$ cat config.mk
export PLATFORM = sky130hd
export DESIGN_NAME = pwm_multiphase
export DESIGN_NICKNAME = d
export VERILOG_FILES = /design/src/rtl/pwm_multiphase_pkg.sv /design/src/rtl/pwm_multiphase_deadtime_inserter.sv /design/src/rtl/pwm_multiphase.sv
export SDC_FILE = /design/constraint.sdc
export NUM_CORES = 1
export LEC_CHECK = 0
export ABC_AREA = 1
export CORE_MARGIN = 1.5
export CORE_UTILIZATION = 50
export CTS_BUF_LIST = sky130_fd_sc_hd__clkbuf_16
export CTS_CLUSTER_SIZE = 40
export DETAILED_ROUTE_END_ITERATION = 8
export DONT_BUFFER_PORTS = 1
export GPL_ROUTABILITY_DRIVEN = 0
export SYNTH_ARGS = -nofsm -noshare
export SYNTH_HDL_FRONTEND = slang
export SYNTH_SLANG_ARGS = --single-unit
$ cat constraint.sdc
create_clock -name clock -period 6.5 [get_ports clock]
set_input_delay 0.65 -clock clock [delete_from_list [all_inputs] [get_ports clock]]
set_output_delay 0.65 -clock clock [all_outputs]
set_load 0.1 [all_outputs]
$ cat src/rtl/pwm_multiphase_pkg.sv
// pwm_multiphase_pkg: shared types and helpers for the multiphase PWM
package pwm_multiphase_pkg;
  localparam int MAX_W = 32;
  localparam int MAX_BUS = MAX_W * 16;
  typedef enum logic [1:0] {DEAD = 2'b00, HS_ON = 2'b01, LS_ON = 2'b10} ins_state_e;
  function automatic logic [MAX_W-1:0] get_slice(input logic [MAX_BUS-1:0] bus, input int i, input int w);
    return MAX_W'(bus >> (i * w)) & ((MAX_W'(1) << w) - MAX_W'(1));
  endfunction
  function automatic logic valid_chan(input logic [MAX_W-1:0] p, t, d, o);
    return (p != '0) && ({t, 1'b0} < {1'b0, p}) && (d <= p) && (o < p);
  endfunction
endpackage

$ cat src/rtl/pwm_multiphase_deadtime_inserter.sv
// deadtime_inserter: turns one raw PWM bit into a complementary gate pair with a dead gap
module deadtime_inserter
  import pwm_multiphase_pkg::*;
#(
  parameter int bitwidth = 8
) (
  input  logic                clock,
  input  logic                reset,
  input  logic                hold,
  input  logic                raw,
  input  logic [bitwidth-1:0] deadtime,
  output logic                highside,
  output logic                lowside
);
  ins_state_e r_state, w_state_nxt;
  logic [bitwidth-1:0] r_tc, w_tc_nxt;
  logic r_prev;
  // state, dead tick counter and last raw sample
  always_ff @(posedge clock or posedge reset)
    if (reset) begin
      r_state <= DEAD;
      r_tc <= '0;
      r_prev <= 1'b0;
    end else begin
      r_state <= w_state_nxt;
      r_tc <= w_tc_nxt;
      r_prev <= raw;
    end
  // next state: leave a side on a raw change, wait out the dead ticks, then follow raw
  always_comb begin
    w_state_nxt = r_state;
    w_tc_nxt = r_tc;
    if (hold) begin
      w_state_nxt = DEAD;
      w_tc_nxt = deadtime;
    end else case (r_state)
      HS_ON, LS_ON:
        if (raw != (r_state == HS_ON)) begin
          w_state_nxt = (deadtime == '0) ? (raw ? HS_ON : LS_ON) : DEAD;
          w_tc_nxt = deadtime;
        end
      default:
        if (raw != r_prev) w_tc_nxt = deadtime;
        else if (r_tc <= bitwidth'(1)) w_state_nxt = raw ? HS_ON : LS_ON;
        else w_tc_nxt = r_tc - bitwidth'(1);
    endcase
  end
  assign highside = r_state[0];
  assign lowside = r_state[1];
endmodule

$ cat src/rtl/pwm_multiphase.sv
// pwm_multiphase: shared-counter multi-channel half-bridge PWM with shadow config and fault latch
module pwm_multiphase
  import pwm_multiphase_pkg::*;
#(
  parameter int bitwidth = 8,
  parameter int channel_count = 3
) (
  input  logic                              clock,
  input  logic                              reset,
  input  logic [bitwidth-1:0]               tick_count_period,
  input  logic [channel_count*bitwidth-1:0] tick_count_highside,
  input  logic [channel_count*bitwidth-1:0] phase_offset,
  input  logic [bitwidth-1:0]               deadtime,
  input  logic [channel_count-1:0]          channel_enable,
  input  logic                              configuration_load_enable,
  output logic                              configuration_valid,
  output logic                              configuration_pending,
  input  logic                              fault,
  input  logic                              fault_clear,
  output logic                              fault_active,
  output logic [bitwidth-1:0]               counter_value,
  output logic                              counter_overflow,
  output logic [channel_count-1:0]          highside_output,
  output logic [channel_count-1:0]          lowside_output
);
  localparam int bus_w = channel_count * bitwidth;
  logic [bitwidth-1:0] r_stg_p, r_stg_t, r_act_p, r_act_t, r_cnt;
  logic [bus_w-1:0] r_stg_d, r_stg_o, r_act_d, r_act_o;
  logic [channel_count-1:0] r_stg_en, r_act_en, r_raw, w_raw_nxt, w_hs, w_ls, w_hold;
  logic r_cfg_valid, r_pending, r_act_valid, r_fs1, r_fs2, r_fault;
  logic w_valid_in, w_ovf, w_apply;
  // validity of the configuration currently on the inputs
  always_comb begin
    w_valid_in = 1'b1;
    for (int k = 0; k < channel_count; k++)
      w_valid_in &= valid_chan(MAX_W'(tick_count_period), MAX_W'(deadtime),
                               get_slice(MAX_BUS'(tick_count_highside), k, bitwidth),
                               get_slice(MAX_BUS'(phase_offset), k, bitwidth));
  end
  assign w_ovf = r_act_valid & (r_cnt == r_act_p - bitwidth'(1));
  assign w_apply = r_pending & (w_ovf | ~r_act_valid);
  // staging and atomic apply at the period boundary; apply always takes the previously staged set
  always_ff @(posedge clock or posedge reset)
    if (reset) begin
      r_stg_p <= '0;
      r_stg_t <= '0;
      r_stg_d <= '0;
      r_stg_o <= '0;
      r_stg_en <= '0;
      r_act_p <= '0;
      r_act_t <= '0;
      r_act_d <= '0;
      r_act_o <= '0;
      r_act_en <= '0;
      r_act_valid <= 1'b0;
      r_cfg_valid <= 1'b0;
      r_pending <= 1'b0;
    end else begin
      if (configuration_load_enable) begin
        r_stg_p <= tick_count_period;
        r_stg_t <= deadtime;
        r_stg_d <= tick_count_highside;
        r_stg_o <= phase_offset;
        r_stg_en <= channel_enable;
        r_cfg_valid <= w_valid_in;
        r_pending <= w_valid_in;
      end else if (w_apply) r_pending <= 1'b0;
      if (w_apply) begin
        r_act_p <= r_stg_p;
        r_act_t <= r_stg_t;
        r_act_d <= r_stg_d;
        r_act_o <= r_stg_o;
        r_act_en <= r_stg_en;
        r_act_valid <= 1'b1;
      end
    end
  // shared period counter, parked at 0 until a set is active
  always_ff @(posedge clock or posedge reset)
    if (reset) r_cnt <= '0;
    else r_cnt <= (~r_act_valid | w_ovf) ? '0 : r_cnt + bitwidth'(1);
  // fault synchroniser and latch; clear only takes effect once the synchronised request is gone
  always_ff @(posedge clock or posedge reset)
    if (reset) begin
      r_fs1 <= 1'b0;
      r_fs2 <= 1'b0;
      r_fault <= 1'b0;
    end else begin
      r_fs1 <= fault;
      r_fs2 <= r_fs1;
      r_fault <= r_fs2 | (r_fault & ~fault_clear);
    end
  for (genvar j = 0; j < channel_count; j++) begin : g_ch
    logic [bitwidth:0] w_sum, w_loc;
    assign w_sum = {1'b0, r_cnt} + {1'b0, r_act_o[j*bitwidth +: bitwidth]};
    assign w_loc = (w_sum >= {1'b0, r_act_p}) ? w_sum - {1'b0, r_act_p} : w_sum;
    assign w_raw_nxt[j] = w_loc < {1'b0, r_act_d[j*bitwidth +: bitwidth]};
    assign w_hold[j] = ~r_act_valid | ~r_act_en[j] | r_fault;
    deadtime_inserter #(.bitwidth(bitwidth)) u_ins (
      .clock(clock),
      .reset(reset),
      .hold(w_hold[j]),
      .raw(r_raw[j]),
      .deadtime(r_act_t),
      .highside(w_hs[j]),
      .lowside(w_ls[j])
    );
  end
  // raw phase-shifted comparison, one cycle behind the counter
  always_ff @(posedge clock or posedge reset)
    if (reset) r_raw <= '0;
    else r_raw <= w_raw_nxt;
  assign highside_output = w_hs & {channel_count{~r_fault}};
  assign lowside_output = w_ls & {channel_count{~r_fault}};
  assign configuration_valid = r_cfg_valid;
  assign configuration_pending = r_pending;
  assign fault_active = r_fault;
  assign counter_value = r_cnt;
  assign counter_overflow = w_ovf;
endmodule

Word-level counts from Yosys, hierarchy flattened

Index checks and enable logic that the tools add are counted.

Register bits: 184
Input bits: 72
Word-level logic and storage cells: 161

Add/subtract/negate cells: 11
Order comparisons: 16
Equality and inequality tests: 22
Mux-type cells: 42
Bitwise gates (word level): 21
Reductions and logical operators: 22

Operators by type and width:

| operator                                                                 | count |
|---|---|
| 8-bit 2-to-1 mux                                                         | 16 |
| 2-bit 2-to-1 mux                                                         | 21 |
| 9-bit by 8-bit less-than comparator with 1-bit output                    | 4 |
| 8-bit by 1-bit subtractor with 8-bit output (second input constant)      | 4 |
| 8-bit by 8-bit adder with 9-bit output                                   | 3 |
| 9-bit by 8-bit >= comparator with 1-bit output                           | 3 |
| 9-bit 2-to-1 mux                                                         | 3 |
| 9-bit by 8-bit subtractor with 9-bit output                              | 3 |
| 8-bit by 1-bit <= comparator with 1-bit output (second input constant)   | 3 |
| 8-bit <= comparator                                                      | 3 |
| 8-bit less-than comparator                                               | 3 |
| 4-bit by 2-bit inequality test with 1-bit output (second input constant) | 3 |
| 3-bit by 1-bit inequality test with 1-bit output (second input constant) | 3 |
| 3-bit by 2-bit inequality test with 1-bit output (second input constant) | 3 |
| 3-bit AND reduction                                                      | 3 |
| 3-bit nonzero test                                                       | 3 |
| 8-bit by 1-bit adder with 8-bit output (second input constant)           | 1 |
| 8-bit equality test                                                      | 1 |
| 8-bit zero test                                                          | 1 |
| 1-bit OR                                                                 | 8 |
| 8-bit nonzero test                                                       | 1 |
| 1-bit logical AND                                                        | 7 |
| 3-bit AND                                                                | 2 |
| 2-bit by 1-bit equality test with 1-bit output (second input constant)   | 3 |
| other kinds (8)                                                          | 29 |

Logic depth before layout (Yosys ltp)

Depth in word-level cells: 7
Gate-level depth with buffers: 25
Mapped depth without buffers: 24

Hierarchy

From an unflattened synthesis, not the netlist that was laid out.

Cell total of the unflattened synthesis: 1,833
Area total of the unflattened synthesis: 12,972.4 um2

Modules (own cells, without submodules):

| module            | times used | cells each | area each (um2) | seq. area each (um2) |
|---|---|---|---|---|
| pwm_multiphase    | 1          | 1,374      | 10,228.6        | 3,778.6 |
| deadtime_inserter | 3          | 153        | 914.6           | 275.3 |

Worst setup path after synthesis

No wires, ideal clock.

Kind: register to register
Start: register r_cnt[1] (netlist: counter_value[1])
End: register r_raw[0]
Library setup time: 116 ps
Arrival: 4,250 ps
Slack: 2,135 ps
Stages on the path, launching flop included: 24
Path through: dfrtp_1 > inv_1 > fa_1 > inv_1 > nand3_1 > nand2_1 > a31oi_1 > xnor2_1 > ha_1 > nand2_1 > inv_1 > a21oi_1 > nand2_1 > nand2_1 > nand2_1 > inv_1 > clkbuf_1 > o21ai_0 > ha_1 > nand2_1 > o21ai_0 > nand4_1 > nand2_1 > nor2_1

Longest elaborated chain between the ends: 4

RTL lines:

| element                                                                                                       | RTL line              | source |
|---|---|---|
| start: declaration                                                                                            | pwm_multiphase.sv:27  | `logic [bitwidth-1:0] r_stg_p, r_stg_t, r_act_p, r_act_t, r_cnt;` |
| start signal: assignment                                                                                      | pwm_multiphase.sv:80  | `else r_cnt <= (~r_act_valid \| w_ovf) ? '0 : r_cnt + bitwidth'(1);` |
| 8-bit by 8-bit adder with 9-bit output (*)                                                                    | pwm_multiphase.sv:94  | `assign w_sum = {1'b0, r_cnt} + {1'b0, r_act_o[j*bitwidth +: bitwidth]};` |
| 9-bit by 8-bit subtractor with 9-bit output or 9-bit by 8-bit >= comparator with 1-bit output (tied branches) | pwm_multiphase.sv:95  | `assign w_loc = (w_sum >= {1'b0, r_act_p}) ? w_sum - {1'b0, r_act_p} : w_sum;` |
| 9-bit 2-to-1 mux (*)                                                                                          | pwm_multiphase.sv:95  |  |
| 9-bit by 8-bit less-than comparator with 1-bit output (*)                                                     | pwm_multiphase.sv:96  | `assign w_raw_nxt[j] = w_loc < {1'b0, r_act_d[j*bitwidth +: bitwidth]};` |
| named net w_raw_nxt[0]                                                                                        | pwm_multiphase.sv:29  | `logic [channel_count-1:0] r_stg_en, r_act_en, r_raw, w_raw_nxt, w_hs, w_ls, w_hold;` |
| end signal: assignment                                                                                        | pwm_multiphase.sv:111 | `else r_raw <= w_raw_nxt;` |
| end: declaration                                                                                              | pwm_multiphase.sv:29  |  |

The timed path passes the listed nets; every way through them passes the cells marked *.
A chain may end at the register's enable or synchronous reset.

Worst setup path in the final report

Start: register r_cnt[4] (netlist: counter_value[4])
End: register r_raw[1]

The elaborated chain is that of the path after synthesis.

==> flow_results.xml <==
<?xml version="1.0" encoding="UTF-8"?>
<metrics>
  <group name="clocking">
    <metric name="cts-root-to-sink-buffers" unit="">2</metric>
    <metric name="cts-root-buf" unit="">sky130_fd_sc_hd__clkbuf_16</metric>
    <metric name="worst_setup_hold_path_clk_slew" unit="ns">0.08</metric>
    <metric name="post-cts-setup-buffers" unit="">0</metric>
    <metric name="clkLatencyLatePin" unit="ns">0.43</metric>
    <metric name="cts-buffers-inserted" unit="">17</metric>
    <metric name="tritoncts_clock_tree" unit="">yes</metric>
    <metric name="hold_buffers" unit="">0</metric>
    <metric name="ctsHtreeMaxLevel" unit="">4</metric>
    <metric name="post_cts.resized_instances" unit="">0</metric>
    <metric name="tritoncts_num_sinks" unit="">184</metric>
  </group>
  <group name="power">
    <metric name="power_density" unit="nW/µm²">225.9</metric>
    <metric name="p_seq_share" unit="%">43.0</metric>
    <metric name="power.internal" unit="mW">1.989</metric>
    <metric name="power.total" unit="mW">2.987</metric>
    <metric name="clock_network_fraction_of_total_power" unit="%">34.3</metric>
    <metric name="swShare" unit="%">33.39</metric>
    <metric name="p_switching" unit="mW">0.9972</metric>
    <metric name="cellLeakagePower" unit="nW">7.315</metric>
    <metric name="power.combinational.fraction" unit="%">22.7</metric>
    <metric name="vdd.ir_drop.worst" unit="mV">0.1874</metric>
  </group>
  <group name="setup_path">
    <metric name="critical_path_required" unit="ns">6.85</metric>
    <metric name="critPathKind" unit="">reg2reg</metric>
    <metric name="critical_path_buf_inv_count" unit="">3</metric>
    <metric name="r2r_setup_slack" unit="ns">2.21</metric>
    <metric name="path_delay_family" unit="">flip-flops</metric>
    <metric name="start_kind" unit="">register</metric>
    <metric name="endpoint_kind" unit="">register</metric>
    <metric name="cp_cell_sequence" unit="">ha_1 -&gt; a21oi_1 -&gt; xor2_1 -&gt; inv_1 -&gt; ha_1 -&gt; nand2_1 -&gt; inv_1 -&gt; a21oi_1 -&gt; nand2_1 -&gt; nand2_1 -&gt; nand2_1 -&gt; inv_1 -&gt; o21ai_0 -&gt; ha_1 -&gt; a21oi_1 -&gt; o21ai_0 -&gt; nand4_1 -&gt; nand2_1 -&gt; nor2_1</metric>
    <metric name="worst_path_most_repeated_cell" unit="">sky130_fd_sc_hd__nand2_1</metric>
    <metric name="crit_path_max_fanout" unit="">13</metric>
    <metric name="crit_slowest_cell" unit="">sky130_fd_sc_hd__dfrtp_1</metric>
    <metric name="critical_path.max_stage_delay" unit="ns">1.11</metric>
    <metric name="crit_arrival" unit="ns">4.64</metric>
  </group>
  <group name="global_routing">
    <metric name="antenna_found_initial" unit="">0</metric>
    <metric name="grt_pass1_wl" unit="mm">52.50</metric>
    <metric name="grt_pass1_vias" unit="">9853</metric>
    <metric name="grt_usage" unit="%">25.69</metric>
    <metric name="overflow" unit="">0</metric>
    <metric name="maximum_number_of_pins_on_one_net_before_global_route_repair" unit="">78</metric>
  </group>
  <group name="timing">
    <metric name="setup_tns" unit="ns">0</metric>
    <metric name="slew_headroom" unit="%">23.61</metric>
    <metric name="final_report_max_slew_violation_count" unit="">0</metric>
    <metric name="clock_skew" unit="ns">0.01641</metric>
    <metric name="timing_hold_violations_final" unit="">0</metric>
    <metric name="grt_setup_unrepaired" unit="">no</metric>
    <metric name="timing.final.crit_period" unit="ns">4.290</metric>
    <metric name="timing_worst_slew_pin_value" unit="ns">1.146</metric>
    <metric name="setup_viol_count_final" unit="">0</metric>
    <metric name="final_min_period_over_clock_period" unit="%">66.00</metric>
    <metric name="maximum_achievable_frequency" unit="MHz">233.1</metric>
  </group>
  <group name="yosys">
    <metric name="ys_types" unit="">38</metric>
    <metric name="yosysWarningCount" unit="">0</metric>
    <metric name="yosys_register_bits" unit="">184</metric>
    <metric name="synthesis.area_per_instance" unit="µm²">7.431</metric>
    <metric name="postSynthNetCount" unit="">1874</metric>
    <metric name="synth_area" unit="µm²">12370</metric>
    <metric name="ys_top_cells_by_area" unit="">sky130_fd_sc_hd__dfrtp_1, sky130_fd_sc_hd__nand2_1, sky130_fd_sc_hd__ha_1</metric>
    <metric name="synthDominantAreaCellType" unit="">sky130_fd_sc_hd__dfrtp_1</metric>
    <metric name="cells_after_synthesis" unit="">1664</metric>
    <metric name="synth_largest_type_area_fraction" unit="%">37.24</metric>
    <metric name="synth-seq-area-share" unit="%">37.24</metric>
  </group>
  <group name="run">
    <metric name="number_of_maximum_capacitance_violations" unit="">0</metric>
  </group>
  <group name="floorplan">
    <metric name="die_area" unit="µm²">25680</metric>
    <metric name="start_util" unit="%">50.85</metric>
    <metric name="placement_rows" unit="">57</metric>
    <metric name="vertical_extent_of_the_die" unit="µm">160.3</metric>
    <metric name="top_level_ports" unit="">90</metric>
    <metric name="placeable_area" unit="µm²">24320</metric>
    <metric name="floorplan.die.width" unit="µm">160.3</metric>
  </group>
  <group name="cells_and_area">
    <metric name="design.final.nets" unit="">1862</metric>
    <metric name="drive_gt1_share" unit="%">4.207</metric>
    <metric name="final_core_occ" unit="%">54.37</metric>
    <metric name="diode_count" unit="">0</metric>
    <metric name="final-instance-count-excl-fill" unit="">1988</metric>
    <metric name="flow.area_growth_from_synthesis" unit="%">6.931</metric>
  </group>
  <group name="status">
    <metric name="outcome" unit="">completed</metric>
  </group>
  <group name="drt">
    <metric name="drt_first_iter_violations" unit="">877</metric>
    <metric name="drt-vias-per-instance" unit="">5.268</metric>
    <metric name="detail_route.wirelength" unit="mm">31.85</metric>
    <metric name="drc" unit="">0</metric>
    <metric name="routed_wire_length_per_instance" unit="µm">16.02</metric>
    <metric name="dr_total_vias" unit="">10470</metric>
    <metric name="drt_first_pass_iters" unit="">5</metric>
    <metric name="antenna_left" unit="">0</metric>
  </group>
  <group name="placed_design">
    <metric name="dpl.cell_count" unit="">1957</metric>
    <metric name="buffer_ports.inserted" unit="">0</metric>
    <metric name="dp.final_hpwl" unit="mm">23.93</metric>
  </group>
  <group name="min_path">
    <metric name="hp-class" unit="">in2async</metric>
  </group>
</metrics>
==> power groups by stage <==
| stage | Clock (mW) | Sequential [mW] | Combinational (mW) |
|---|---|---|---|
| floorplan | 0 | 1.29 | 0.547 |
| global route | 1.09 | 1.29 | 0.794 |
| finish | 1.02 | 1.28 | 0.679 |
| CTS | 1.05 | 1.28 | 0.680 |
| detailed placement | 0 | 1.31 | 0.672 |
| global placement | 0 | 1.30 | 0.658 |
==> cell families after synthesis <==
kind of cell	after synthesis	share of synthesized area (%)
and+or+nand+nor	854	28.34
buffers and inverters	231	7.710
AOI/OAI and AO/OA	211	9.127
DFF	184	37.24
adders and majority gates	138	14.33
xor gates and xnor gates	46	3.258
==> final cells by class <==
cell class                      count  area, µm²
Clock buffer                       17      425.4
Tap cell                          324      405.4
Fill cell                        2367      11100
Inverter                          186      703.2
Multi-Input combinational cell   1249       6825
Clock inverter                     14      152.6
Timing Repair Buffer               14      105.1
Sequential cell                   184       4606
==> cells in the mapped netlist (all sizes together) <==
master	instances
ha	132
nand3	116
xor2	31
nand3b	10
a22o	1
nor3	10
a21oi	90
o21a	3
o21ai	88
o221ai	1
o31ai	2
a211o	1
nor4	2
nand4	20
nand2	589
clkbuf	28
o21bai	1
o22ai	2
or2	5
a31oi	10
o311ai	1
o211ai	11
fa	6
xnor2	15
nand2b	1
inv	186
nor2	101
buf	17
dfrtp	184
==> state kept, by name, summed over array words and instances, names as in the netlist, 6 cells and up <==
register,count
r_act_p,8
r_act_d,24
r_stg_o,24
r_act_o,24
r_stg_t,8
counter_value,8
r_act_t,8
r_stg_d,24
g_ch.u_ins.r_state,6
g_ch.u_ins.r_tc,24
r_stg_p,8
==> stage by stage <==
stage	setup WS [ns]	hold WS [ns]	cell area [µm²]
global route	1.809	0.2249	13220
global placement	2.350	0.3325	12640
detailed placement	2.253	0.3373	12640
CTS	2.220	0.2029	13220
finish	2.210	0.1707	13220
floorplan	0.8496	0.3312	12370
==> cell usage in the layout, fill, tap and decap left out, types with 2 or more instances in the layout <==
cell type and n:
sky130_fd_sc_hd__nand2_1 587, sky130_fd_sc_hd__xnor2_1 15, sky130_fd_sc_hd__inv_6 7, sky130_fd_sc_hd__o22ai_1 2, sky130_fd_sc_hd__o211ai_1 11, sky130_fd_sc_hd__nor4_1 2, sky130_fd_sc_hd__nand4_1 19, sky130_fd_sc_hd__inv_2 3
sky130_fd_sc_hd__clkbuf_16 17, sky130_fd_sc_hd__a31oi_1 10, sky130_fd_sc_hd__dfrtp_1 183, sky130_fd_sc_hd__buf_4 14, sky130_fd_sc_hd__clkinv_8 3, sky130_fd_sc_hd__inv_1 182, sky130_fd_sc_hd__clkinv_4 2, sky130_fd_sc_hd__o21a_1 3
sky130_fd_sc_hd__nor2_2 8, sky130_fd_sc_hd__a21oi_1 90, sky130_fd_sc_hd__o31ai_1 2, sky130_fd_sc_hd__nor2_1 93, sky130_fd_sc_hd__ha_1 132, sky130_fd_sc_hd__nor3_2 2, sky130_fd_sc_hd__o21ai_0 87, sky130_fd_sc_hd__or2_2 5
sky130_fd_sc_hd__nor3_1 8, sky130_fd_sc_hd__nand2_2 2, sky130_fd_sc_hd__fa_1 6, sky130_fd_sc_hd__inv_8 3, sky130_fd_sc_hd__nand3_2 2, sky130_fd_sc_hd__nand3_1 114, sky130_fd_sc_hd__xor2_1 31, sky130_fd_sc_hd__nand3b_1 10
==> path summary, 6_finish.rpt <==
kind,start,end,cells past startpoint
max in group asynchronous,reset,counter_value[2]$_DFF_PP0_,2
min reg2reg,r_fs1$_DFF_PP0_,r_fs2$_DFF_PP0_,0
min in group clock,fault,r_fs1$_DFF_PP0_,0
min,reset,r_stg_t[3]$_DFFE_PP0P_,1
max,counter_value[4]$_DFF_PP0_,r_raw[1]$_DFF_PP0_,19
max reg2reg,counter_value[4]$_DFF_PP0_,r_raw[1]$_DFF_PP0_,19
==> routing by layer <==
| metal | global-route usage (%) | part of all wire (%) | wire length, µm |
|---|---|---|---|
| met4 | 5.225 | 0.96 | 306 |
| met3 | 4.182 | 5.7 | 1815 |
| met2 | 36.96 | 41 | 13100 |
| met5 | 0 | 0 | 0 |
| met1 | 40.30 | 52 | 16630 |
==> worst reg2reg max path: stages, from the launching register on <==
cell                      delay [ns]
sky130_fd_sc_hd__dfrtp_1        1.11
sky130_fd_sc_hd__ha_1           0.45
sky130_fd_sc_hd__a21oi_1        0.22
sky130_fd_sc_hd__xor2_1         0.18
sky130_fd_sc_hd__inv_1          0.08
sky130_fd_sc_hd__ha_1           0.35
sky130_fd_sc_hd__nand2_1        0.13
sky130_fd_sc_hd__inv_1          0.05
sky130_fd_sc_hd__a21oi_1        0.16
sky130_fd_sc_hd__nand2_1        0.08
sky130_fd_sc_hd__nand2_1        0.08
sky130_fd_sc_hd__nand2_1        0.10
sky130_fd_sc_hd__inv_1          0.24
sky130_fd_sc_hd__o21ai_0        0.15
sky130_fd_sc_hd__ha_1           0.31
sky130_fd_sc_hd__a21oi_1        0.16
sky130_fd_sc_hd__o21ai_0        0.10
sky130_fd_sc_hd__nand4_1        0.10
sky130_fd_sc_hd__nand2_1        0.05
sky130_fd_sc_hd__nor2_1         0.10
No activity file was read; power rests on OpenSTA's default activity.
